<file path="config.mk">
export PLATFORM = sky130hd
export DESIGN_NAME = freq_meter
export DESIGN_NICKNAME = d
export VERILOG_FILES = /design/src/rtl/freq_meter.sv
export SDC_FILE = /design/constraint.sdc
export NUM_CORES = 1
export LEC_CHECK = 0
export CAP_MARGIN = 20
export CELL_PAD_IN_SITES_DETAIL_PLACEMENT = 1
export CELL_PAD_IN_SITES_GLOBAL_PLACEMENT = 2
export CORE_MARGIN = 3
export CORE_UTILIZATION = 39
export CTS_CLUSTER_DIAMETER = 80
export CTS_CLUSTER_SIZE = 10
export DETAILED_ROUTE_END_ITERATION = 10
export GPL_ROUTABILITY_DRIVEN = 0
export PLACE_DENSITY = 0.89
export RECOVER_POWER = 100
export SLEW_MARGIN = 20
export SYNTH_ARGS = -nofsm -noshare
export SYNTH_HDL_FRONTEND = slang
export SYNTH_SLANG_ARGS = --single-unit
</file>
<file path="constraint.sdc">
create_clock -name sysclk -period 2.5 [get_ports sysclk]
set_clock_uncertainty 0.05 [all_clocks]
set_input_delay 0.75 -clock sysclk [delete_from_list [all_inputs] [get_ports sysclk]]
set_output_delay 0.75 -clock sysclk [all_outputs]
set_load 0.005 [all_outputs]
</file>
<file path="src/rtl/freq_meter.sv">
// Gated-count frequency meter.
// Counts rising edges of an asynchronous input over a fixed window of sysclk
// cycles. Once per window it publishes the count as packed BCD, along with a
// saturation flag and a one-cycle valid strobe.
//
//   state    | meaning
//   ---------+---------------------------------------------------------------
//   ST_GATE  | window open: timer t steps 0..GATE_CYCLES-1, rises are counted
//   ST_LATCH | single dead cycle: publish result, clear accumulator and timer
module freq_meter #(
  parameter int GATE_CYCLES = 50_000_000,
  parameter int DIGITS      = 6
) (
  input  logic                sysclk,
  input  logic                resetb,
  input  logic                sigin,
  output logic [4*DIGITS-1:0] freq_bcd,
  output logic                overflow,
  output logic                valid,
  output logic                gate_open
);

  localparam int            TW       = (GATE_CYCLES > 1) ? $clog2(GATE_CYCLES) : 1;
  localparam logic [TW-1:0] T_LAST   = TW'(GATE_CYCLES - 1);
  localparam logic [0:0]    ST_GATE  = 1'b0;
  localparam logic [0:0]    ST_LATCH = 1'b1;

  logic                s0;
  logic                s1;
  logic                s2;
  logic                rise;
  logic [0:0]          state;
  logic [0:0]          state_nxt;
  logic [TW-1:0]       t;
  logic                t_last;
  logic [4*DIGITS-1:0] acc;
  logic [4*DIGITS-1:0] acc_inc;
  logic [DIGITS:0]     carry;
  logic                acc_full;
  logic                sticky;
  logic                in_gate;
  logic                in_latch;

  // Three-flop path for the asynchronous input. The flops reset to 0, so an
  // input that is already high at release shows up as one rising edge.
  always_ff @(posedge sysclk or negedge resetb) begin
    if (!resetb) begin
      s0 <= 1'b0;
      s1 <= 1'b0;
      s2 <= 1'b0;
    end else begin
      s0 <= sigin;
      s1 <= s0;
      s2 <= s1;
    end
  end

  assign rise     = s1 & ~s2;
  assign in_gate  = (state == ST_GATE);
  assign in_latch = (state == ST_LATCH);
  assign t_last   = (t == T_LAST);

  // Decimal ripple increment. carry[i] means digits below i are all 9, so
  // carry[DIGITS] marks an accumulator that is already at its maximum.
  assign carry[0] = 1'b1;
  for (genvar i = 0; i < DIGITS; i++) begin : g_digit
    logic [3:0] d;
    logic       nine;
    assign d            = acc[4*i +: 4];
    assign nine         = (d == 4'd9);
    assign carry[i+1]   = carry[i] & nine;
    assign acc_inc[4*i +: 4] = carry[i] ? (nine ? 4'd0 : d + 4'd1) : d;
  end
  assign acc_full = carry[DIGITS];

  // Next-state logic: the window closes on its last timer step, and the
  // latch state always lasts exactly one cycle.
  always_comb begin
    state_nxt = state;
    case (state)
      ST_GATE:  if (t_last) state_nxt = ST_LATCH;
      default:  state_nxt = ST_GATE;
    endcase
  end

  // State register.
  always_ff @(posedge sysclk or negedge resetb) begin
    if (!resetb) state <= ST_GATE;
    else         state <= state_nxt;
  end

  // Gate timer counts up through the window. It holds at its last value
  // during the latch cycle and restarts from zero when the cycle ends.
  always_ff @(posedge sysclk or negedge resetb) begin
    if (!resetb) begin
      t <= '0;
    end else if (in_latch) begin
      t <= '0;
    end else if (!t_last) begin
      t <= t + TW'(1);
    end
  end

  // Edge accumulator with saturation. At all-9s, a further rise sets the
  // sticky bit instead of wrapping. Rises during the latch cycle are dropped.
  always_ff @(posedge sysclk or negedge resetb) begin
    if (!resetb) begin
      acc    <= '0;
      sticky <= 1'b0;
    end else if (in_latch) begin
      acc    <= '0;
      sticky <= 1'b0;
    end else if (in_gate && rise) begin
      if (acc_full) sticky <= 1'b1;
      else          acc    <= acc_inc;
    end
  end

  // Result registers and strobe. They update only on the edge that ends the
  // latch cycle and hold steady between updates.
  always_ff @(posedge sysclk or negedge resetb) begin
    if (!resetb) begin
      freq_bcd <= '0;
      overflow <= 1'b0;
      valid    <= 1'b0;
    end else begin
      valid <= in_latch;
      if (in_latch) begin
        freq_bcd <= acc;
        overflow <= sticky;
      end
    end
  end

  // gate_open is registered from the next state. It is low while in reset
  // and during latch cycles, and high from the first clock after release.
  always_ff @(posedge sysclk or negedge resetb) begin
    if (!resetb) gate_open <= 1'b0;
    else         gate_open <= (state_nxt == ST_GATE);
  end

endmodule

</file>
Yosys cells after proc, flatten, opt, wreduce, memory -nomap -nowiden
Index checks and enable logic that the tools add are counted.

Flip-flop bits (word level): 82. Bits of input ports: 3. Output and inout bits: 27. Word-level logic and storage cells: 77.

Add/subtract/negate cells: 7. Eq/ne operators: 9. Muxes and demuxes: 21. Bitwise operators: 9. Reductions and logical operators: 15.

Operators by type and width (number): 24-bit two-way mux (3); 26-bit two-way mux (2); 4-bit two-way mux (11); 26-bit by 1-bit adder with 26-bit output (second input constant) (1); 26-bit == test (second input constant) (1); 4-bit by 1-bit adder with 4-bit output (second input constant) (6); 4-bit == test (second input constant) (6); 3-bit AND reduction (5); 2-bit nonzero test (7); 1-bit bitwise AND (6); 1-bit two-way mux (5); 2-bit inequality test (second input constant) (2); 2-bit AND reduction (2); 1-bit inverter (3); 1-bit logical AND (1).

Depth between registers and ports, before layout
Gate-level depths: netlist of the first run.

Depth in word-level cells: 9. Mapped depth: 9. Mapped depth without buffers: 7.

Least setup slack after synthesis of the first run
OpenSTA, ideal clock, no wires.

Kind: register -> register. Start: register acc[9]. End: register acc[18]. Setup time: 78 ps. Arrival time: 1752 ps. Data required time: 2372 ps. Path slack: 620 ps. Stages on the path, launching flop included: 10. Path buffers: 2. Period minus slack after synthesis: 1880 ps. Cell sequence: dfrtp_1 inv_1 ha_1 and3b_1 buf_2 and4_1 buf_2 nand2_1 or4_1 a21oi_1.

Cells in the longest elaborated chain, start to end: 7. Elaborated cells on any way between the ends: 8. Classes of those cells: eq/ne (2); bitwise (4); reduce/logical (2).

RTL lines: start: declaration (line 36) `logic [4*DIGITS-1:0] acc;`; start signal: assignment (line 115) `else acc <= acc_inc;`; 4-bit == test * (line 70) `assign nine = (d == 4'd9);`; 1-bit bitwise AND * (2 in series) (line 71) `assign carry[i+1] = carry[i] & nine;`; 1-bit bitwise AND (2 in series) (line 71); 2-bit inequality test (no line); 3-bit AND reduction (no line) *.

Every way passes the cells marked *; elsewhere a longest branch is shown, timed or not. A chain may end at the register's enable or synchronous reset.

Final worst setup path of the first run
Start: register t[3]. End: register t[1].

Cells in the longest elaborated chain, start to end: 2.

RTL lines: start: declaration (line 34) `logic [TW-1:0] t;`; start signal: assignment (line 100) `t <= t + TW'(1);`; 26-bit == test (line 61) `assign t_last = (t == T_LAST);`; 2-bit inequality test (no line).

Every way passes these cells.

==> results.py, run 1 <==
metrics = {
    "global_route": {
        "grt_pass1_wl_mm": 14.28,
        "grt_pass1_vias": 2964,
        "antenna_found_initial": 0,
        "track_usage_pct": 15.79,
        "grt_max_degree": 37,
        "overflow": 0,
    },
    "setup_path": {
        "cp_slowest_cell": "clkbuf_1",
        "cp-startpoint": "t[3]",
        "cp-endpoint": "t[1]",
        "r2r_slack_ns": 0.35,
        "cp_max_fo": 14,
        "cp-end-kind": "flip-flop",
        "r2r_start": "t[3]",
        "crit_required_ns": 2.67,
        "critPathMaxStageDelay_ns": 0.55,
        "path_cells": "and4_2 -> nand3_1 -> nor4_1 -> clkbuf_1 -> mux2i_1 -> nor2_1",
        "start_kind": "flip-flop",
        "path_class": "reg -> reg",
        "r2r-end": "t[1]",
        "reg2reg_depth": 6,
        "critical_path_arrival_ns": 2.33,
    },
    "floorplanning": {
        "core_area_um2": 9774,
        "start_util_pct": 40.19,
        "die_area_um2": 11310,
        "die_y_um": 106.4,
        "die_width_um": 106.4,
        "pin_count": 30,
        "num_rows": 36,
    },
    "worst_hold_path": {
        "min_path_cells": 0,
        "hold_path_class": "reg -> reg",
        "min_from": "s0",
    },
    "yosys": {
        "synth_edf_count": 0,
        "ys_types": 42,
        "yosysMostFrequentCell": "dfrtp_1",
        "syn_nets": 377,
        "synth-main-ff-cell": "dfrtp_1",
        "synth_seq_area_share_pct": 52.23,
        "synth_area_per_cell_um2": 10.88,
        "synth-async-reset-ratio_pct": 100.0,
        "ys_warn_count": 0,
        "ys_top_cells_by_count": "dfrtp_1, nor2_1, mux2_2",
        "post-synth-top-area-cell": "dfrtp_1",
        "synthCells": 361,
        "synth_area_leaders": "dfrtp_1, mux2_2, ha_1",
        "syn_area_um2": 3929,
        "netlist.area_leader.share_pct": 52.23,
        "ys_ff_latch": 82,
    },
    "place": {
        "preCtsSetupSlack_ns": 0.4017,
        "port_buffers": 29,
        "dpl.hpwl_mm": 5.931,
    },
    "finish": {
        "layout-drive-gt1-share_pct": 13.75,
        "fin_nets": 412,
        "syn2layout_area_growth_pct": 16.47,
        "fillers": 1112,
        "num_antenna_cells": 0,
    },
    "power": {
        "swShare_pct": 21.94,
        "clockPowerShare_pct": 40.9,
        "internal-power_mw": 2.027,
        "peakVddDrop_mv": 0.2803,
        "pwr-share-seq_pct": 54.5,
        "pwr-share-comb_pct": 4.6,
        "p_leak_nw": 2.116,
        "power.density_nw_per_um2": 567.5,
        "power_mw": 2.597,
        "switching_power_mw": 0.5697,
    },
    "timing": {
        "worstMarginPinSlew_ns": 0.8698,
        "final_max_slew_viol_count": 0,
        "layout_setup_ws_ns": 0.3478,
        "rsz0062_at_grt": "false",
        "layout_min_cycle_time_ns": 2.152,
        "timing.final.crit_share_pct": 86.09,
        "setup_viol": 0,
        "final.setup.tns_ns": 0,
        "hold_violations": 0,
        "relSlewSlack_pct": 42.01,
        "fmaxAchievable_mhz": 464.6,
    },
    "clock_network": {
        "cts.repair.resized": 0,
        "cts_setup_buffers": 0,
        "clockBufferDepth": 2,
        "cts_buffers": 9,
        "path_clk_slew_ns": 0.07,
        "postCtsHoldBufs": 0,
        "clk_latency_ns": 0.35,
        "cts_tree": "built",
        "cts.sink_count": 82,
        "ctsHtreeMaxLevel": 3,
        "root_buffer": "clkbuf_8",
    },
    "run": {
        "cap_violations": 0,
    },
    "status": {
        "status": "complete, no violations",
    },
    "drt": {
        "vias_per_cell": 5.251,
        "first_iter_violations": 50,
        "wl_mm": 8.182,
        "routedWlPerCell_um": 15.35,
        "first_pass_iters": 3,
        "postRouteAntennaNets": 0,
        "post-route-drc-count": 0,
        "routed-via-count": 2799,
    },
}
-- logic make-up (layout without fill, tap and decap cells) --
group | Yosys count | count (layout) | share of synthesized area (%)
AND/OR/NAND/NOR | 145 | 145 | 21.27
flip-flops | 82 | 82 | 52.23
AO/OA/AOI/OAI | 40 | 40 | 5.860
multiplexers | 28 | 28 | 7.930
buffers and inverters | 28 | 67 | 2.994
XOR/XNOR | 25 | 25 | 5.573
adder cells (fa/ha/maj) | 13 | 13 | 4.140
-- state kept, by name, indices dropped and copies added (netlist names) --
signal / flops
acc: 24
freq_bcd: 24
gate_open: 1
in_latch: 1
overflow: 1
s0: 1
s1: 1
s2: 1
sticky: 1
t: 26
valid: 1
-- through the flow --
stage / util, % / instances / hold WS (ns) / instance area [µm²]
5_1_grt: 46.81 / 533 / 0.3099 / 4576
2_1_floorplan: - / 361 / 0.2812 / 3929
4_1_cts: 47.25 / 533 / 0.3051 / 4618
3_3_place_gp: 45.01 / 518 / 0.2886 / 4399
3_5_place_dp: 45.01 / 518 / 0.2889 / 4399
6_report: 46.81 / 533 / 0.3027 / 4576
-- routing by layer --
metal  track usage (%)  vias up  part of all wire [%]
met2             27.42       25                    52
met5                 0        -                     0
met4             5.735        0                   2.0
li1                  -     1345                     -
met1             19.17     1414                    44
met3             3.522       15                   1.8
-- worst min path at each step --
stage	to
3_5_place_dp	s1
3_3_place_gp	s1
4_1_cts	freq_bcd[4]
6_report	s1
2_1_floorplan	s1
5_1_grt	s1
-- power by group through the flow --
stage               logic, mW  registers, mW  clock network (mW)
CTS                     0.131           1.42                1.10
global placement        0.121           1.44                   0
global route            0.141           1.42                1.17
detailed placement      0.129           1.44                   0
finish                  0.120           1.41                1.06
floorplan              0.0739           1.43                   0
-- worst max-delay path: cells and delay by family (launching register included) --
kind | cells | cell delay (ns)
AND/OR/NAND/NOR | 4 | 0.73
multiplexers | 1 | 0.25
buffers and inverters | 1 | 0.55
flip-flops | 1 | 0.45
-- layout make-up --
type                            instances  area [µm²]  area share, %
Sequential cell                        82        2052          44.85
Multi-Input combinational cell        251        1753          38.31
Inverter                               14       52.55          1.148
Tap cell                              133       166.4          3.637
Clock inverter                          2       60.06          1.313
Timing Repair Buffer                   38       332.8          7.274
Clock buffer                           13       158.9          3.473
-- cells in the final DEF (no fill, tap or decap), types with 3 or more instances in the layout --
cell type	Yosys	routed
ha_1	13	13
clkbuf_8	0	11
xnor2_1	14	14
a21oi_1	18	18
o21ai_0	13	13
nor3_1	11	11
nand3_1	12	12
nand4_1	13	13
nand3b_1	3	3
buf_4	0	3
clkbuf_2	0	3
nor4_1	5	6
and3_1	7	7
xor2_1	11	11
or3_1	6	6
dfrtp_1	82	82
nor2_1	39	39
inv_1	14	14
clkbuf_1	2	6
mux2_2	25	25
and3b_1	6	6
o31ai_1	4	4
mux2i_1	3	3
nand2_1	19	19
or4_1	4	4
dlygate4sd3_1	0	28
Note: power is estimated with default switching activity, not from simulation.
==> run 2: changes to the inputs <==
--- a/config.mk
+++ b/config.mk
@@ -8,6 +8,7 @@
 export CAP_MARGIN = 20
 export CELL_PAD_IN_SITES_DETAIL_PLACEMENT = 1
 export CELL_PAD_IN_SITES_GLOBAL_PLACEMENT = 2
+export CORE_ASPECT_RATIO = 1.1
 export CORE_MARGIN = 3
 export CORE_UTILIZATION = 39
 export CTS_CLUSTER_DIAMETER = 80
==> results.py, run 2 (synthesis gave the netlist of run 1 again) <==
metrics = {
    "status": {
        "status": "complete, no violations",
    },
    "timing": {
        "hold_violations": 0,
        "final.setup.tns_ns": 0,
        "layout_setup_ws_ns": 0.3457,
        "setup_viol": 0,
        "timing.hold.ws_ns": 0.3089,
        "final_max_slew_viol_count": 0,
        "fmaxAchievable_mhz": 464.2,
        "layout_min_cycle_time_ns": 2.154,
        "timing.final.crit_share_pct": 86.17,
        "rsz0062_at_grt": "false",
        "worstMarginPinSlew_ns": 1.117,
        "relSlewSlack_pct": 25.51,
    },
    "finish": {
        "largest_reg_flops": 26,
        "syn2layout_area_growth_pct": 15.03,
        "fillers": 1059,
        "top_regs": "t (26), acc (24), freq_bcd (24)",
        "top_register": "t",
        "mostFrequentLayoutCell": "dfrtp_1",
        "num_antenna_cells": 0,
        "fin_area_um2": 4519,
        "layout-drive-gt1-share_pct": 14.07,
        "layout_common_cells": "dfrtp_1, nor2_1, dlygate4sd3_1, mux2_2, nand2_1",
        "fin_nets": 409,
    },
    "drt": {
        "routedWlPerCell_um": 16.22,
        "first_iter_violations": 71,
        "wl_mm": 8.353,
        "routed-via-count": 2813,
        "first_pass_iters": 4,
        "vias_per_cell": 5.462,
        "post-route-drc-count": 0,
        "postRouteAntennaNets": 0,
    },
    "setup_path": {
        "critPathMaxStageDelay_ns": 0.44,
        "r2r_start": "acc[1]",
        "cp_max_fo": 7,
        "crit_required_ns": 2.74,
        "path_cells": "inv_1 -> ha_1 -> and3b_1 -> and4_1 -> nand2_1 -> or4_1 -> a21oi_1",
        "cp-end-kind": "flip-flop",
        "path_class": "reg -> reg",
        "cp_slowest_cell": "dfrtp_1",
        "start_kind": "flip-flop",
        "critical_path_arrival_ns": 2.40,
        "cp-startpoint": "acc[1]",
    },
    "clock_network": {
        "cts.sink_count": 82,
        "postCtsHoldBufs": 0,
        "cts_tree": "built",
        "path_clk_slew_ns": 0.10,
        "cts_setup_buffers": 0,
        "clockBufferDepth": 2,
        "cts_buffers": 9,
        "root_buffer": "clkbuf_8",
        "cts.repair.resized": 0,
        "clk_latency_ns": 0.36,
        "ctsHtreeMaxLevel": 3,
    },
    "floorplanning": {
        "core_area_um2": 9583,
        "pin_count": 30,
        "die_area_um2": 11320,
        "die_width_um": 101.7,
        "start_util_pct": 41.00,
        "num_rows": 37,
        "die_y_um": 111.3,
    },
    "global_route": {
        "antenna_found_initial": 0,
        "track_usage_pct": 16.38,
        "grt_pass1_wl_mm": 14.88,
        "grt_pass1_vias": 3064,
        "overflow": 0,
        "grt_max_degree": 83,
    },
    "run": {
        "cap_violations": 0,
    },
    "power": {
        "power.density_nw_per_um2": 562.2,
        "p_leak_nw": 2.087,
        "power_mw": 2.541,
        "peakVddDrop_mv": 0.2624,
    },
    "place": {
        "dpl.hpwl_mm": 5.752,
        "preCtsSetupSlack_ns": 0.3530,
        "placed_area_um2": 4369,
        "port_buffers": 29,
    },
    "worst_hold_path": {
        "hold_path_class": "reg -> reg",
        "min_from": "s0",
    },
}
-- run 2: cell types whose count changed in the layout (fill, tap and decap cells not counted), sizes merged --
cell      before  now
clkbuf        20   14
inv           14   17
clkinvlp       0    2
buf            3    2
bufinv         2    1
clkinv         0    1
-- run 2: area by class of cell --
| cell class | instances | area (µm²) | area share [%] |
|---|---|---|---|
| clock inverter | 7 | 76.32 | 1.689 |
| timing repair buffer | 35 | 336.6 | 7.447 |
| clock buffer | 9 | 123.9 | 2.741 |
| tap | 117 | 146.4 | 3.239 |
| multi-input combinational | 251 | 1732 | 38.32 |
| sequential | 82 | 2052 | 45.40 |
| inverter | 14 | 52.55 | 1.163 |
-- run 2: metrics by stage --
stage | instances | utilization (%)
6_report | 515 | 47.16
2_1_floorplan | 361 | -
3_5_place_dp | 499 | 45.59
4_1_cts | 515 | 47.68
5_1_grt | 515 | 47.16
3_3_place_gp | 499 | 45.59
-- run 2: worst max-delay path: cells and delay by family, from the launching register on --
family          cells  cell delay, ns
flops               1            0.44
simple gates        4            1.19
buf+inv             1            0.08
fa+ha+maj           1            0.19
compound gates      1            0.14
-- run 2: where the power goes --
part           internal, mW  switching (mW)
Sequential             1.36          0.0519
Combinational        0.0527          0.0731
Clock                 0.471           0.530
Total                  1.89           0.655
-- run 2: worst paths after layout --
kind,end,slack (ns),cells past startpoint
worst max-delay path,acc[18],0.35,7
min in group asynchronous,freq_bcd[6],0.68,2
worst min-delay path,s1,0.31,0
worst max register to register,acc[18],0.35,7
max in group asynchronous,t[25],1.01,2
worst min register to register,s1,0.31,0
-- run 2: per-layer routing --
layer	global-route usage (%)	vias to the layer above	wire length, µm
li1	-	1337	-
met1	21.25	1432	3880
met2	27.49	33	4183
met3	2.517	11	164
met4	5.585	0	124
met5	0	-	0
==> run 3: changes to the inputs <==
--- a/config.mk
+++ b/config.mk
@@ -10,12 +10,13 @@
 export CELL_PAD_IN_SITES_GLOBAL_PLACEMENT = 2
 export CORE_ASPECT_RATIO = 1.1
 export CORE_MARGIN = 3
-export CORE_UTILIZATION = 39
+export CORE_UTILIZATION = 40
+export CTS_BUF_LIST = sky130_fd_sc_hd__clkbuf_8
 export CTS_CLUSTER_DIAMETER = 80
 export CTS_CLUSTER_SIZE = 10
 export DETAILED_ROUTE_END_ITERATION = 10
 export GPL_ROUTABILITY_DRIVEN = 0
-export PLACE_DENSITY = 0.89
+export PLACE_DENSITY = 0.9
 export RECOVER_POWER = 100
 export SLEW_MARGIN = 20
 export SYNTH_ARGS = -nofsm -noshare
==> results.py, run 3 (synthesis gave the netlist of run 1 again) <==
metrics = {
    "timing": {
        "worstMarginPinSlew_ns": 0.9703,
        "rsz0062_at_grt": "false",
        "timing.final.crit_share_pct": 87.98,
        "fmaxAchievable_mhz": 454.7,
        "relSlewSlack_pct": 35.31,
        "layout_min_cycle_time_ns": 2.199,
        "setup_viol": 0,
        "final.setup.tns_ns": 0,
        "final_max_slew_viol_count": 0,
        "hold_violations": 0,
    },
    "finish": {
        "top_register": "t",
        "fin_nets": 411,
        "top_regs": "t (26), acc (24), freq_bcd (24)",
        "syn2layout_area_growth_pct": 14.81,
        "layout.area.seq_um2": 2052,
        "num_antenna_cells": 0,
        "layout-drive-gt1-share_pct": 13.00,
        "postLayoutCoreUtil_pct": 47.76,
        "layout_common_cells": "dfrtp_1, nor2_1, dlygate4sd3_1, mux2_2, nand2_1",
        "fillers": 1046,
        "mostFrequentLayoutCell": "dfrtp_1",
        "largest_reg_flops": 26,
        "multiInputGateArea_um2": 1712,
    },
    "power": {
        "power.density_nw_per_um2": 585.9,
        "peakVddDrop_mv": 0.2975,
        "internal-power_mw": 2.007,
        "pwr-share-seq_pct": 53.5,
        "p_leak_nw": 2.073,
        "switching_power_mw": 0.6358,
        "swShare_pct": 24.06,
        "pwr-share-comb_pct": 4.9,
        "clockPowerShare_pct": 41.6,
    },
    "global_route": {
        "grt_pass1_wl_mm": 15.04,
        "grt_max_degree": 38,
        "overflow": 0,
        "track_usage_pct": 17.16,
        "grt_pass1_vias": 3093,
        "antenna_found_initial": 0,
    },
    "drt": {
        "wl_mm": 8.833,
        "postRouteAntennaNets": 0,
        "first_pass_iters": 4,
        "first_iter_violations": 66,
        "routed-via-count": 2854,
        "routedWlPerCell_um": 17.09,
        "post-route-drc-count": 0,
        "vias_per_cell": 5.520,
    },
    "setup_path": {
        "crit_required_ns": 2.73,
        "cp-end-kind": "flip-flop",
        "start_kind": "flip-flop",
        "cp_max_fo": 8,
        "path_class": "reg -> reg",
        "critical_path_arrival_ns": 2.43,
    },
    "status": {
        "status": "complete, no violations",
    },
    "clock_network": {
        "cts_buffers": 9,
        "cts.repair.resized": 0,
        "cts_setup_buffers": 0,
        "clk_latency_ns": 0.36,
        "clockBufferDepth": 2,
        "path_clk_slew_ns": 0.09,
        "cts.sink_count": 82,
        "cts_tree": "built",
        "postCtsHoldBufs": 0,
        "root_buffer": "clkbuf_8",
        "ctsHtreeMaxLevel": 3,
    },
    "floorplanning": {
        "die_width_um": 100.5,
        "pin_count": 30,
        "start_util_pct": 41.60,
        "num_rows": 37,
        "die_y_um": 109.9,
        "die_area_um2": 11050,
        "core_area_um2": 9444,
    },
    "run": {
        "cap_violations": 0,
    },
    "worst_hold_path": {
        "hold_path_class": "reg -> reg",
    },
    "place": {
        "dpl.hpwl_mm": 6.100,
        "port_buffers": 29,
    },
}
## run 3: cell types whose count changed in the layout (fill, tap and decap cells not counted), sizes merged
cell and delta:
bufinv +1, buf -1, inv -2, clkbuf +4
## run 3: power by group through the flow
stage	clock network, mW	logic (mW)	registers [mW]
CTS	1.14	0.138	1.41
floorplan	0	0.0739	1.43
global placement	0	0.122	1.43
global route	1.18	0.152	1.43
detailed placement	0	0.132	1.44
finish	1.10	0.129	1.41
## run 3: final timing paths
check	to	slack [ns]	startpoint	cells past startpoint
max	acc[18]	0.30	acc[9]	7
min	s1	0.30	s0	0
max reg2reg	acc[18]	0.30	acc[9]	7
min reg2reg	s1	0.30	s0	0
max in group asynchronous	acc[17]	0.60	resetb	2
min in group asynchronous	freq_bcd[5]	0.48	resetb	1
## run 3: area by class of cell
type | count | share of cell area [%]
tap | 117 | 3.245
multi-input combinational | 251 | 37.95
clock buffer | 10 | 3.051
timing repair buffer | 37 | 7.129
inverter | 14 | 1.165
sequential | 82 | 45.49
clock inverter | 6 | 1.969
## run 3: metal layers
| layer | track usage [%] | wire length, µm | part of all wire (%) | vias up |
|---|---|---|---|---|
| met5 | 0 | 0 | 0 | - |
| met4 | 6.833 | 138 | 1.6 | 0 |
| met3 | 2.602 | 192 | 2.2 | 10 |
| met2 | 30.97 | 4561 | 52 | 39 |
| met1 | 20.42 | 3941 | 45 | 1460 |
| li1 | - | - | - | 1345 |
## run 3: critical path, stage by stage (launching register included)
cell and delay [ns]:
dfrtp_1 0.43, inv_1 0.08, ha_1 0.14, and3b_1 0.31, and4_1 0.38, nand2_1 0.15, or4_1 0.44, a21oi_1 0.14
## run 3: metrics by stage
stage	area, µm²	hold WS [ns]	worst slack (ns)	power, mW	instances
2_1_floorplan	3929	0.2812	0.6197	1.499	361
3_3_place_gp	4372	0.2889	0.4986	1.557	501
3_5_place_dp	4372	0.2897	0.3563	1.571	501
4_1_cts	4598	0.3088	0.3153	2.691	517
5_1_grt	4511	0.3243	0.1390	2.761	517
6_report	4511	0.3045	0.3006	2.643	517
